--- src/rtl/sram_track_player.sv ---
// ---------------------------------------------------------------------------
// sram_track_player
//
// Read side of the recorder's SRAM path. For each accepted sample request it
// reads track A, track B, or both from their SRAM regions, optionally
// averages the two, and presents one signed sample to the DAC-side converter.
// It keeps its own play position, which wraps at TRACK_LEN.
//
// Ports:
//   iCLK          system clock (CLOCK_50 domain)
//   iRST_N        synchronous active-low reset
//   iSAMPLE_REQ   one-cycle pulse per sample slot (already synchronized)
//   iPLAY         level; requests are accepted only when high
//   iMODE         00 track A, 01 track B, 10 mix A+B, 11 mute
//   iRESTART      one-cycle pulse returning the play position to 0
//   iSRAM_DQ      SRAM read data
//   oSRAM_ADDR    registered SRAM read address
//   oSRAM_OE_N    SRAM output enable, active low
//   oSAMPLE       registered signed output sample (held between updates)
//   oSAMPLE_VALID one-cycle pulse when oSAMPLE updates
//   oBUSY         high while the controller is not idle
//   oWRAP         pulse with oSAMPLE_VALID when the position wraps to 0
//   oOVERRUN      pulse when a request is dropped because the block is busy
// ---------------------------------------------------------------------------
module sram_track_player #(
  parameter int ADDR_W       = 18,
  parameter int DATA_W       = 16,
  parameter int TRACK_LEN    = 128000,
  parameter int TRACK_B_BASE = 128000
) (
  input  logic              iCLK,
  input  logic              iRST_N,
  input  logic              iSAMPLE_REQ,
  input  logic              iPLAY,
  input  logic [1:0]        iMODE,
  input  logic              iRESTART,
  input  logic [DATA_W-1:0] iSRAM_DQ,
  output logic [ADDR_W-1:0] oSRAM_ADDR,
  output logic              oSRAM_OE_N,
  output logic [DATA_W-1:0] oSAMPLE,
  output logic              oSAMPLE_VALID,
  output logic              oBUSY,
  output logic              oWRAP,
  output logic              oOVERRUN
);

  typedef enum logic [1:0] {IDLE, RD_A, RD_B, OUT} state_t;

  localparam logic [1:0] MODE_A    = 2'b00;
  localparam logic [1:0] MODE_B    = 2'b01;
  localparam logic [1:0] MODE_MIX  = 2'b10;

  localparam logic [ADDR_W-1:0] B_BASE   = ADDR_W'(TRACK_B_BASE);
  localparam logic [ADDR_W-1:0] LAST_POS = ADDR_W'(TRACK_LEN - 1);

  state_t            state;
  logic [1:0]        mode_r;
  logic [ADDR_W-1:0] pos;
  logic [DATA_W-1:0] sa;
  logic [DATA_W-1:0] sb;
  logic              restart_seen;

  logic [ADDR_W-1:0] accept_pos;
  logic [DATA_W:0]   mix_sum;
  logic [DATA_W-1:0] result;

  // A restart coinciding with an accept must make that read use position 0,
  // so the address is taken from the post-restart position rather than pos.
  assign accept_pos = iRESTART ? '0 : pos;

  // Sign-extend both samples by one bit before adding so the sum never
  // overflows; dropping the LSB is then an arithmetic (floor) divide by two.
  assign mix_sum = {sa[DATA_W-1], sa} + {sb[DATA_W-1], sb};

  // Output sample selection for the mode latched at accept time.
  always_comb begin
    result = '0;
    case (mode_r)
      MODE_A:   result = sa;
      MODE_B:   result = sb;
      MODE_MIX: result = mix_sum[DATA_W:1];
      default:  result = '0;
    endcase
  end

  // Single FSM with all outputs registered. oBUSY is loaded with
  // (next state != IDLE) in every branch so it is a clean register output.
  always_ff @(posedge iCLK) begin
    if (!iRST_N) begin
      state         <= IDLE;
      mode_r        <= MODE_A;
      pos           <= '0;
      sa            <= '0;
      sb            <= '0;
      restart_seen  <= 1'b0;
      oSRAM_ADDR    <= '0;
      oSRAM_OE_N    <= 1'b1;
      oSAMPLE       <= '0;
      oSAMPLE_VALID <= 1'b0;
      oBUSY         <= 1'b0;
      oWRAP         <= 1'b0;
      oOVERRUN      <= 1'b0;
    end else begin
      oSAMPLE_VALID <= 1'b0;
      oWRAP         <= 1'b0;
      // Any request arriving outside IDLE (including the OUT cycle) is dropped.
      oOVERRUN      <= iSAMPLE_REQ && (state != IDLE);

      case (state)
        IDLE: begin
          if (iRESTART) begin
            pos <= '0;
          end
          if (iSAMPLE_REQ && iPLAY) begin
            mode_r       <= iMODE;
            restart_seen <= 1'b0;
            oBUSY        <= 1'b1;
            case (iMODE)
              MODE_A, MODE_MIX: begin
                oSRAM_ADDR <= accept_pos;
                oSRAM_OE_N <= 1'b0;
                state      <= RD_A;
              end
              MODE_B: begin
                oSRAM_ADDR <= B_BASE + accept_pos;
                oSRAM_OE_N <= 1'b0;
                state      <= RD_B;
              end
              default: begin
                state <= OUT;
              end
            endcase
          end else begin
            oBUSY <= 1'b0;
          end
        end

        RD_A: begin
          if (iRESTART) begin
            restart_seen <= 1'b1;
          end
          sa    <= iSRAM_DQ;
          oBUSY <= 1'b1;
          if (mode_r == MODE_MIX) begin
            oSRAM_ADDR <= B_BASE + pos;
            state      <= RD_B;
          end else begin
            oSRAM_OE_N <= 1'b1;
            state      <= OUT;
          end
        end

        RD_B: begin
          if (iRESTART) begin
            restart_seen <= 1'b1;
          end
          sb         <= iSRAM_DQ;
          oSRAM_OE_N <= 1'b1;
          oBUSY      <= 1'b1;
          state      <= OUT;
        end

        OUT: begin
          oSAMPLE       <= result;
          oSAMPLE_VALID <= 1'b1;
          oBUSY         <= 1'b0;
          state         <= IDLE;
          // A restart seen anywhere in this transaction wins over a wrap,
          // and suppresses the wrap pulse.
          if (restart_seen || iRESTART) begin
            pos <= '0;
          end else if (pos == LAST_POS) begin
            pos   <= '0;
            oWRAP <= 1'b1;
          end else begin
            pos <= pos + 1'b1;
          end
        end

        default: begin
          state <= IDLE;
          oBUSY <= 1'b0;
        end
      endcase
    end
  end

endmodule

--- config.mk ---
export PLATFORM = sky130hd
export DESIGN_NAME = sram_track_player
export DESIGN_NICKNAME = d
export VERILOG_FILES = /design/src/rtl/sram_track_player.sv
export SDC_FILE = /design/constraint.sdc
export NUM_CORES = 1
export LEC_CHECK = 0
export ABC_AREA = 1
export BUFFER_PORTS_ARGS = -buffer_cell sky130_fd_sc_hd__buf_2
export CAP_MARGIN = 10
export CELL_PAD_IN_SITES_DETAIL_PLACEMENT = 1
export CELL_PAD_IN_SITES_GLOBAL_PLACEMENT = 1
export CORE_AREA = 4 4 131 133
export CTS_CLUSTER_DIAMETER = 50
export DETAILED_ROUTE_END_ITERATION = 10
export DIE_AREA = 0 0 135 137
export PLACE_DENSITY_LB_ADDON = 0.1
export SKIP_LAST_GASP = 1
export SLEW_MARGIN = 30
export SYNTH_ARGS = -nofsm -noshare
export SYNTH_HDL_FRONTEND = slang
export SYNTH_SLANG_ARGS = --single-unit
--- constraint.sdc ---
create_clock -name iCLK -period 2.1 [get_ports iCLK]
set_input_delay 0.315 -clock iCLK [delete_from_list [all_inputs] [get_ports iCLK]]
set_output_delay 0.315 -clock iCLK [all_outputs]
set_load 0.03 [all_outputs]
# Yosys cells after proc, flatten, opt, wreduce, memory -nomap -nowiden
# Cells that the tools add are included.
op_classes:
  n_mux: 24
  bitwise_logic: 2
  add_sub_neg: 4
  reduce_logical: 19
  eq_ne: 14
ops:
  columns: ["op", "n"]
  rows:
  - ["18-bit case mux with 2 select lines", 3]
  - ["18-bit two-way mux", 5]
  - ["16-bit case mux with 3 select lines", 1]
  - ["17-bit by 18-bit adder with 18-bit output (first input constant)", 2]
  - ["18-bit by 1-bit adder with 18-bit output (second input constant)", 1]
  - ["18-bit by 17-bit == test with 1-bit output (second input constant)", 1]
  - ["16-bit by 16-bit adder with 17-bit output", 1]
  - ["1-bit two-way mux", 9]
  - ["2-bit == test (second input constant)", 4]
  - ["2-bit inequality test (second input constant)", 4]
  - ["2-bit case mux with 4 select lines", 1]
  - ["4-bit AND reduction", 2]
  - ["2-bit nonzero test", 4]
  - ["2-bit by 1-bit == test with 1-bit output (second input constant)", 3]
  - ["2-bit logical NOT", 3]
  - ["1-bit case mux with 3 select lines", 2]
  - ["3-bit OR reduction", 2]
  - ["2-bit case mux with 2 select lines", 1]
  - ["2-bit OR reduction", 2]
  - ["3-bit by 1-bit inequality test with 1-bit output (second input constant)", 1]
  - ["3-bit AND reduction", 1]
  - ["3-bit nonzero test", 1]
  - ["1-bit logical AND", 2]
  - ["2-bit two-way mux", 1]
  - ["other kinds (5)", 6]
totals:
  inputBits: 23
  elab_cells: 76
  register_bits: 94
  output_inout_bits: 39

# Logic depth before layout (Yosys ltp)
# Gate-level depths: netlist of run 1.
logic_depth:
  depth_word: 5
  mapped_depth: 14
  ltp_nobuf: 14

# Worst setup path after synthesis of run 1
# OpenSTA, ideal clock, no wires.
synth_timing:
  kind: "register -> register"
  from: "register sa[3]"
  to: "register oSAMPLE[7]"
  synth_period_minus_slack_ps: 1707
  arrival_time_ps: 1574
  setup_time_ps: 132
  path_stages_with_launch: 10
  required_time_ps: 1968
  path_buffers: 0
  setup_slack_ps: 393
  cell_sequence: "dfxtp_1 -> ha_1 -> or2_2 -> nand3_1 -> nand2_1 -> or2_2 -> nand3_1 -> nand3_1 -> nand2_1 -> a21oi_1"
synth_between:
  elab_chain_cells: 2
synth_lines:
  columns: ["item", "line", "rtl"]
  rows:
  - ["start: declaration", "59", "logic [DATA_W-1:0] sa;"]
  - ["start signal: assignment", "142", "sa <= iSRAM_DQ;"]
  - ["16-bit by 16-bit adder with 17-bit output", "73", "assign mix_sum = {sa[DATA_W-1], sa} + {sb[DATA_W-1], sb};"]
  - ["16-bit case mux with 3 select lines", "78", "case (mode_r)"]
  - ["end signal: assignment", "164", "oSAMPLE <= result;"]
  - ["end: declaration", "40", "output logic [DATA_W-1:0] oSAMPLE,"]
# Every way passes these cells.
# A chain may end at the register's enable or synchronous reset.

# Worst setup path after layout of run 1
# Same ends and word-level chain as after synthesis.

==> results of run 1 <==
[timing repair]
item / in CTS / in global routing
setup buffers: 0 / 0
gates resized for setup: 0 / 7
setup endpoints to repair: 0 / 37
[layer usage]
metal / vias to the layer above / share of wire, % / track usage (%)
met5: - / 0 / 0
met4: 0 / 2.2 / 6.38
met3: 31 / 2.4 / 4.49
met2: 70 / 54 / 40.9
met1: 2826 / 41 / 22.6
li1: 2872 / - / -
[area by class of cell]
cell class | count | area (sq um) | share of cell area, %
Timing Repair Buffer | 80 | 473 | 7.37
Sequential cell | 94 | 1880 | 29.3
Inverter | 108 | 408 | 6.35
Tap cell | 216 | 270 | 4.21
Clock inverter | 6 | 76.3 | 1.19
Clock buffer | 10 | 239 | 3.72
Multi-Input combinational cell | 619 | 3070 | 47.8
[power groups by stage]
stage / clock, uW / sequential [uW] / combinational, uW
after floorplan: 0 / 2130 / 726
after global placement: 0 / 2080 / 1160
after detailed placement: 0 / 2080 / 1190
after CTS: 1830 / 2040 / 1200
after global routing: 1910 / 2070 / 1340
final: 1770 / 2050 / 1190
[state kept, by name, summed over array words and instances (netlist names)]
register / cells
mode_r: 2
oBUSY: 1
oOVERRUN: 1
oSAMPLE: 16
oSAMPLE_VALID: 1
oSRAM_ADDR: 18
oSRAM_OE_N: 1
oWRAP: 1
pos: 18
restart_seen: 1
sa: 16
sb: 16
state: 2
[path summary, 6_finish.rpt]
kind,start,to
worst min-delay path,iSAMPLE_REQ,oOVERRUN
worst max register to register,sa[3],oSAMPLE[7]
worst min register to register,oSAMPLE[13],oSAMPLE[13]
worst max-delay path,sa[3],oSAMPLE[7]
[layout by cell type, fill, tap and decap left out, types with 3 or more instances in the layout]
master / count
nand2_1: 227
dfxtp_1: 93
buf_4: 17
nand3_1: 49
a21oi_1: 82
or2_2: 5
nand3_2: 4
xor2_1: 4
clkbuf_16: 9
a31oi_1: 8
nor2_1: 89
nor3_1: 11
buf_2: 61
a22o_1: 7
ha_1: 24
o21ai_0: 71
inv_1: 103
nand2_2: 4
nand3b_1: 3
nand4_1: 7
[critical path, cell delays in order, from the launching register on]
cell	delay, ns
dfxtp_1	0.33
ha_1	0.38
or2_2	0.31
nand3_1	0.13
nand2_2	0.10
or2_2	0.28
nand3_1	0.07
nand3_1	0.08
nand2_1	0.07
a21oi_1	0.07
[cell usage after synthesis, types with 3 or more instances]
library cell,count,share of area (%)
nor3_1,11,1.0
a21oi_1,82,7.5
clkbuf_1,26,1.8
xor2_1,4,0.64
or2_2,5,0.57
nand3b_1,3,0.41
ha_1,25,5.7
a31oi_1,8,0.91
buf_2,3,0.27
nand2_1,229,16
nand4_1,7,0.80
nand3_1,49,4.5
o21ai_0,71,6.5
nand3_2,4,0.73
nor2_1,89,6.1
dfxtp_1,94,34
a22o_1,7,1.1
inv_1,103,7.0
inv_2,3,0.21
[logic make-up after synthesis]
group	synth area share, %
adder cells (fa/ha/maj)	6.06
flip-flops	34.3
AO/OA/AOI/OAI	17.6
buffers and inverters	9.98
XOR/XNOR	0.957
AND/OR/NAND/NOR	31.2
[through the flow]
| step | setup WS [ns] | TNS [ns] | hold WS, ns | total power [uW] | instances |
|---|---|---|---|---|---|
| after floorplan | 0.393 | 0 | 0.429 | 2850 | 854 |
| after detailed placement | 0.0699 | 0 | 0.454 | 3280 | 1117 |
| after global placement | 0.149 | 0 | 0.452 | 3240 | 1117 |
| after global routing | -0.0291 | -0.0291 | 0.195 | 5320 | 1133 |
| final | 0.167 | 0 | 0.199 | 5010 | 1133 |
| after CTS | 0.0567 | 0 | 0.183 | 5080 | 1133 |
==> impl_metrics.ini, run 1 <==
[pwr]
vdd_drop_max_mv = 0.488
p_sw_uw = 1720
swShare_pct = 34.3
powerDensity_nw_per_um2 = 780
clkPwrFrac_pct = 35.3
seqPwrFrac_pct = 40.9
p_int_uw = 3290
comb_power_share_pct = 23.8
leakage_uw = 0.00302

[clock_network]
root_buffer = clkbuf_16
h-tree-depth = 3
cts_made_buffers = 9
cts_buffer_depth = 2
clk_latency_ns = 0.36
numClockSinks = 94
cts_tree = yes
ctsHoldBuffers = 0
clk_pin_slew_worst_paths_ns = 0.07

[setup_path]
cp.arrival_ns = 2.16
end_kind = flop
r2r_setup_slack_ns = 0.17
crit_fanout = 6
critical_path.startpoint_type = flop
required_ns = 2.33
path_class = reg2reg
r2r_cells = 9

[cells_and_area]
nNetsFinal = 961
final_layout_size_suffix_gt1_share_pct = 13.2
area_delta_synth_final_pct = 16.9
diodes = 0
nFillCells = 2089
fin_area_sq_um = 6420
fin_util_pct = 40.6

[floorplan]
core_area_sq_um = 15800
die_w_um = 135
start_util_pct = 34.7
die_area_sq_um = 18500
die_h_um = 137
core.rowCount = 46
io_pins = 62

[placement]
dp_hpwl_um = 14100
place.gp.congestion = 0.887
portBuffers = 61
place_area_sq_um = 6090

[yosys]
synth_edf_count = 0
synth_area_sq_um = 5490
synth_seq_cells = 94
synth.distinct_cells = 38
avgSynthCellArea_sq_um = 6.43
synthArstFlopShare_pct = 0
yosys_warnings = 0
syn_inst = 854
yosysSeqAreaShare_pct = 34.3
synth_flop_cell = dfxtp_1
synth_nets = 903

[drt]
postRouteAntennaNets = 0
routed_wl_um = 18800
drc = 0
vias = 5799
via_per_inst = 5.12
drt_iter0_markers = 181
firstDrtPassIters = 4
post_drt_wl_per_cell_um = 16.6

[sta]
hold_viol = 0
period_share_pct = 92.0
finalSetupViolations = 0
max-slew-margin-rel_pct = 61.2
slew_viol_final = 0
finClkSkew_ns = 0.00597
max_clock_freq_mhz = 517
rsz0062_at_grt = yes
period_needed_ns = 1.93
tightestPinTransition_ns = 0.582

[min_path]
hp-class = in2reg
min_path_cells = 3

[global_routing]
grt_overflow = 0
grt_max_degree = 49
grt_pass1_wl_um = 30900
grt_pass1_vias = 6259
track_usage_pct = 21.0
grt_antenna_before_repair = 0

[outcome]
status = finished, final reports clean

[run]
drv_cap = 0
No activity file was read; power rests on OpenSTA's default activity.
==> run 2, diff against run 1 <==
--- a/config.mk
+++ b/config.mk
@@ -7,7 +7,7 @@
 export LEC_CHECK = 0
 export ABC_AREA = 1
 export BUFFER_PORTS_ARGS = -buffer_cell sky130_fd_sc_hd__buf_2
-export CAP_MARGIN = 10
+export CAP_MARGIN = 20
 export CELL_PAD_IN_SITES_DETAIL_PLACEMENT = 1
 export CELL_PAD_IN_SITES_GLOBAL_PLACEMENT = 1
 export CORE_AREA = 4 4 131 133
@@ -16,7 +16,7 @@
 export DIE_AREA = 0 0 135 137
 export PLACE_DENSITY_LB_ADDON = 0.1
 export SKIP_LAST_GASP = 1
-export SLEW_MARGIN = 30
+export SLEW_MARGIN = 40
 export SYNTH_ARGS = -nofsm -noshare
 export SYNTH_HDL_FRONTEND = slang
 export SYNTH_SLANG_ARGS = --single-unit
==> constraint.sdc (replaced) <==
create_clock -name iCLK -period 1.8 [get_ports iCLK]
set_input_delay 0.27 -clock iCLK [delete_from_list [all_inputs] [get_ports iCLK]]
set_output_delay 0.27 -clock iCLK [all_outputs]
set_load 0.03 [all_outputs]
==> run 2 against run 1 <==
Compared with the run above: first-iteration DRC count grew 37%; setup slack lost 0.080 ns; power is 19% higher; final area up 9.2%; largest power group unchanged; final cell count is 3.9% higher.
==> impl_metrics.ini, run 2 (synthesis results as in run 1) <==
[sta]
finalSetupViolations = 0
fin_tns_setup_ns = 0
finClkSkew_ns = 0.00681
max_clock_freq_mhz = 584
max-slew-margin-rel_pct = 64.1
tightestPinTransition_ns = 0.533
rsz0062_at_grt = yes
period_needed_ns = 1.71
slew_viol_final = 0
period_share_pct = 95.2
hold_viol = 0

[placement]
dp_hpwl_um = 14800
dp.cells = 1157
portBuffers = 61
place.gp.congestion = 0.894

[clock_network]
cts_buffer_depth = 2
clk_latency_ns = 0.36
h-tree-depth = 3
root_buffer = clkbuf_16
numClockSinks = 94
cts_made_buffers = 9
cts_tree = yes
clk_pin_slew_worst_paths_ns = 0.07

[global_routing]
grt_antenna_before_repair = 0
grt_max_degree = 25
grt_pass1_vias = 6391
grt_pass1_wl_um = 31600
grt_overflow = 0
track_usage_pct = 21.5

[floorplan]
start_util_pct = 34.7
die_w_um = 135
core.rowCount = 46
core_area_sq_um = 15800
io_pins = 62
die_h_um = 137
die_area_sq_um = 18500

[pwr]
clkPwrFrac_pct = 32.1
seqPwrFrac_pct = 40.5
vdd_drop_max_mv = 0.492
powerDensity_nw_per_um2 = 850
p_sw_uw = 2090
p_int_uw = 3870
leakage_uw = 0.00324
swShare_pct = 35.1
comb_power_share_pct = 27.4

[drt]
wl_met2_um = 11100
met1_length_um = 8160
drt_iter0_markers = 248
post_drt_wl_per_cell_um = 17.0
postRouteAntennaNets = 0
vias = 5970
wl_met3_um = 436
firstDrtPassIters = 4
routed_wl_um = 20000
drc = 0
highest_layer = met4
via_per_inst = 5.07

[setup_path]
cp.arrival_ns = 2.00
r2r_cells = 12
endpoint = oSAMPLE[10]
path_class = reg2reg
r2r-end = oSAMPLE[10]
reg2reg_from = sa[3]
critical_path.startpoint_type = flop
cp-startpoint = sa[3]
r2r_setup_slack_ns = 0.09
end_kind = flop
crit_fanout = 4
required_ns = 2.09

[cells_and_area]
final_layout_size_suffix_gt1_share_pct = 23.9
diodes = 0
reg_top3 = oSRAM_ADDR (18), pos (18)
mostFrequentLayoutCells = nand2_1, inv_1, nor2_1
instances_no_fill = 1177
area_delta_synth_final_pct = 27.7
nNetsFinal = 1005
mostFrequentLayoutCell = nand2_1

[outcome]
status = finished, final reports clean

[run]
drv_cap = 0

[min_path]
hp-start = iSAMPLE_REQ
hp-class = in2reg
run 2: cell types whose count changed in the layout (fill, tap and decap cells not counted), sizes merged:
cell	change
clkinvlp	+1
bufinv	-1
buf	+44
run 2: worst min-delay path by stage:
| stage | to | cells past startpoint |
|---|---|---|
| 6_report | oOVERRUN | 3 |
| 5_1_grt | oOVERRUN | 3 |
| 4_1_cts | oOVERRUN | 3 |
| 3_5_place_dp | oSRAM_ADDR[7] | 2 |
| 3_3_place_gp | oSRAM_ADDR[2] | 2 |
| 2_1_floorplan | oOVERRUN | 2 |
run 2: power by group through the flow:
| stage | clock (uW) | sequential [uW] | combinational, uW |
|---|---|---|---|
| 5_1_grt | 2060 | 2430 | 1810 |
| 6_report | 1910 | 2410 | 1630 |
| 2_1_floorplan | 0 | 2480 | 846 |
| 3_5_place_dp | 0 | 2420 | 1520 |
| 4_1_cts | 1970 | 2380 | 1550 |
| 3_3_place_gp | 0 | 2410 | 1480 |
run 2: metrics by stage:
step | area (sq um) | setup slack, ns | utilization [%] | power (uW) | hold slack, ns
after floorplan | 5490 | 0.0934 | - | 3330 | 0.384
after global placement | 6400 | -0.0182 | 40.5 | 3890 | 0.456
after detailed placement | 6400 | -0.0551 | 40.5 | 3940 | 0.457
after CTS | 6750 | -0.0114 | 42.7 | 5910 | 0.129
after global routing | 7010 | -0.0385 | 44.3 | 6300 | 0.141
final | 7010 | 0.0872 | 44.3 | 5960 | 0.133
run 2: area by class of cell:
| class | count | area (sq um) |
|---|---|---|
| fillers | 2071 | 8820 |
| multi-input cells | 619 | 3320 |
| flip-flops and latches | 94 | 1910 |
| repair buffers | 124 | 816 |
| inverters | 108 | 405 |
| well taps | 216 | 270 |
| clock buffers | 10 | 239 |
| clock inverters | 6 | 51.3 |
run 2: critical path, cell delays in order, from the launching register on:
cell	delay, ns
dfxtp_2	0.34
ha_4	0.27
buf_4	0.11
nand2_1	0.08
nor2_1	0.14
nand2_1	0.08
nand2_2	0.09
nand2_1	0.11
nand3_1	0.10
nand3_1	0.08
nand2_1	0.06
nand2_1	0.04
a21oi_1	0.13
run 2: routing by layer:
metal	up-vias	track usage (%)
li1	2953	-
met2	58	43.2
met3	24	3.64
met1	2935	22.8
met5	-	0
met4	0	5.71
run 2: repair_timing:
| item | CTS | global route |
|---|---|---|
| buffers inserted | 0 | 4 |
| setup endpoints to repair | 8 | 45 |
| pin swaps | 1 | 9 |
| resized for setup | 10 | 67 |
| hold buffers | 0 | 0 |
==> run 3, diff against run 2 <==
--- a/config.mk
+++ b/config.mk
@@ -5,15 +5,14 @@
 export SDC_FILE = /design/constraint.sdc
 export NUM_CORES = 1
 export LEC_CHECK = 0
-export ABC_AREA = 1
 export BUFFER_PORTS_ARGS = -buffer_cell sky130_fd_sc_hd__buf_2
 export CAP_MARGIN = 20
 export CELL_PAD_IN_SITES_DETAIL_PLACEMENT = 1
 export CELL_PAD_IN_SITES_GLOBAL_PLACEMENT = 1
-export CORE_AREA = 4 4 131 133
+export CORE_AREA = 4 4 127 129
 export CTS_CLUSTER_DIAMETER = 50
 export DETAILED_ROUTE_END_ITERATION = 10
-export DIE_AREA = 0 0 135 137
+export DIE_AREA = 0 0 131 133
 export PLACE_DENSITY_LB_ADDON = 0.1
 export SKIP_LAST_GASP = 1
 export SLEW_MARGIN = 40
==> constraint.sdc (replaced) <==
create_clock -name iCLK -period 1.8 [get_ports iCLK]
set_input_delay 0.09 -clock iCLK [delete_from_list [all_inputs] [get_ports iCLK]]
set_output_delay 0.09 -clock iCLK [all_outputs]
set_load 0.03 [all_outputs]
==> run 3 against run 2 <==
Compared with the run above: worst hold slack lost 0.13 ns; the run now ends with negative setup slack left; setup slack lost 0.31 ns; highest routed layer unchanged; sequential power rose by 7%.
==> impl_metrics.ini, run 3 <==
[outcome]
status = finished with violations
violations = negative setup slack

[placement]
place.gp.congestion = 0.836
place_area_sq_um = 6460
pre_cts_ws_ns = -0.240
dp.cells = 957
portBuffers = 61
dp_hpwl_um = 13100

[global_routing]
grt_antenna_before_repair = 0
grt_overflow = 0
grt_max_degree = 55
track_usage_pct = 20.4
grt_pass1_vias = 5605
grt_pass1_wl_um = 28500

[cells_and_area]
diodes = 0
fin_area_sq_um = 7180
mostFrequentLayoutCell = buf_4
instances_no_fill = 995
reg_top3 = oSRAM_ADDR (18), pos (18)
area_delta_synth_final_pct = 39.8
nNetsFinal = 851
mostFrequentLayoutCells = buf_4, dfxtp_1, nor2_1
final_layout_size_suffix_gt1_share_pct = 33.5

[setup_path]
r2r_cells = 8
crit_path_cell_trace = ha_4 -> a21o_1 -> a21oi_2 -> a21oi_2 -> buf_4 -> o31a_1 -> or3_1 -> a41o_1
r2r_setup_slack_ns = -0.22
path_common_cell = a21oi_2
crit_family = compound AO/OA/AOI/OAI gates
crit_fanout = 3
r2r-end = oSAMPLE[13]
required_ns = 2.05
cp_slowest_cell = dfxtp_2
cp.depth = 8
critical_path.startpoint_type = flop
path_class = reg2reg
cpPeakStageDelay_ns = 0.34
end_kind = flop
cp.arrival_ns = 2.27
cp-startpoint = sb[4]
endpoint = oSAMPLE[13]
path_buf_inv = 1
reg2reg_from = sb[4]

[sta]
hold_viol = 0
finClkSkew_ns = 0.00646
finalSetupViolations = 10
slew_viol_final = 0
rsz0062_at_grt = yes
hold_ws_ns = 0.00683
tightestPinTransition_ns = 0.411
timing.final.ws_setup_ns = -0.222
period_needed_ns = 2.02
max-slew-margin-rel_pct = 72.6
period_share_pct = 112
fin_tns_setup_ns = -1.25
max_clock_freq_mhz = 495

[yosys]
synth_edf_count = 0
synth_area_sq_um = 5140
synth_flop_cell = dfxtp_1
yosys_warnings = 0
synthArstFlopShare_pct = 0
synth_nets = 680
synth_top_area_share_pct = 36.6
synth_largest_area_cell = dfxtp_1
synth_commonest_cells = dfxtp_1, nor2_1, a21oi_1, nand2_1, mux2i_1
synth.distinct_cells = 59
yosysSeqAreaShare_pct = 36.6
syn_inst = 631
yosys-top-cells-area = dfxtp_1, mux2i_1, a21oi_1
yosysMostFrequentCell = dfxtp_1
avgSynthCellArea_sq_um = 8.14
synth_seq_cells = 94

[pwr]
seqPwrFrac_pct = 30.6
clkPwrFrac_pct = 23.5
leakage_uw = 0.00307
swShare_pct = 39.0
comb_power_share_pct = 45.9
p_int_uw = 5140
p_sw_uw = 3290
powerDensity_nw_per_um2 = 1170
vdd_drop_max_mv = 0.572

[drt]
via_per_inst = 5.32
postRouteAntennaNets = 0
routed_wl_um = 17600
vias = 5289
post_drt_wl_per_cell_um = 17.7
drc = 0
drt_iter0_markers = 225
firstDrtPassIters = 6

[clock_network]
cts_made_buffers = 9
numClockSinks = 94
clk_pin_slew_worst_paths_ns = 0.07
cts_buffer_depth = 2
cts_tree = yes
clk_latency_ns = 0.35
root_buffer = clkbuf_16
h-tree-depth = 3

[run]
drv_cap = 0

[floorplan]
core.rowCount = 45
io_pins = 62
die_h_um = 133
die_w_um = 131
core_area_sq_um = 15000
start_util_pct = 34.2
die_area_sq_um = 17400

[min_path]
hp-class = in2reg
-- run 3: cell types whose count changed after synthesis, sizes merged, moves of 12 or more --
cell,previous run,this run
inv,106,15
mux2i,0,51
o21ai,73,44
nand2,231,58
a21oi,82,67
nor2,93,81
nand3,53,25
-- run 3: final cells by class --
type,instances,area [sq um]
fill,1805,7850
multi-input combinational,485,3300
sequential,94,1900
timing repair buffer,197,1390
tap,188,235
clock buffer,9,225
clock inverter,7,73.8
inverter,15,56.3
-- run 3: repair_timing --
action | 4_1_cts | 5_1_grt
pin swaps | 24 | 21
hold buffers | 8 | 0
endpoints found under the hold margin | 10 | 0
cloned | 0 | 2
buffers inserted | 7 | 5
resized for setup | 25 | 41
endpoints found under the setup margin | 30 | 42
-- run 3: how the worst min path moves through the flow --
stage	from	to	slack, ns	cells after the start
2_1_floorplan	iSAMPLE_REQ	oOVERRUN	0.20	2
4_1_cts	iSRAM_DQ[8]	sb[8]	0.0007	3
6_report	iSRAM_DQ[4]	sb[4]	0.007	3
3_5_place_dp	iSRAM_DQ[15]	sb[15]	0.35	3
3_3_place_gp	iSRAM_DQ[10]	sa[10]	0.34	3
5_1_grt	iSRAM_DQ[8]	sa[8]	0.02	3
-- run 3: through the flow --
step                      util (%)  power (uW)
final                         47.8        8430
after global routing          47.8        8990
after CTS                     46.3        8300
after detailed placement      43.0        6200
after global placement        43.0        6060
after floorplan                  -        4710
-- run 3: power by group through the flow --
stage          registers [uW]  clock network (uW)  logic [uW]
3_5_place_dp             2620                   0        3580
6_report                 2580                1990        3870
3_3_place_gp             2590                   0        3460
5_1_grt                  2620                2140        4230
4_1_cts                  2580                2040        3680
2_1_floorplan            2830                   0        1880
-- run 3: tightest hold or removal path, cell delays in order --
cell	delay [ns]
buf_2	0.09
mux2i_1	0.07
nor2_1	0.08
-- run 3: metal layers --
| layer | share of wire (%) | vias up | global-route usage, % |
|---|---|---|---|
| li1 | - | 2592 | - |
| met1 | 42 | 2582 | 24.6 |
| met2 | 52 | 79 | 36.6 |
| met3 | 2.6 | 36 | 2.75 |
| met4 | 3.0 | 0 | 7.20 |
| met5 | 0 | - | 0 |
-- run 3: cell families after synthesis --
family                   Yosys count  synth area share, %
AND/OR/NAND/NOR                  224                 20.8
AO/OA/AOI/OAI                    170                 19.8
flip-flops                        94                 36.6
buffers and inverters             52                 3.99
multiplexers                      51                 9.94
adder cells (fa/ha/maj)           26                 6.48
XOR/XNOR                          14                 2.39
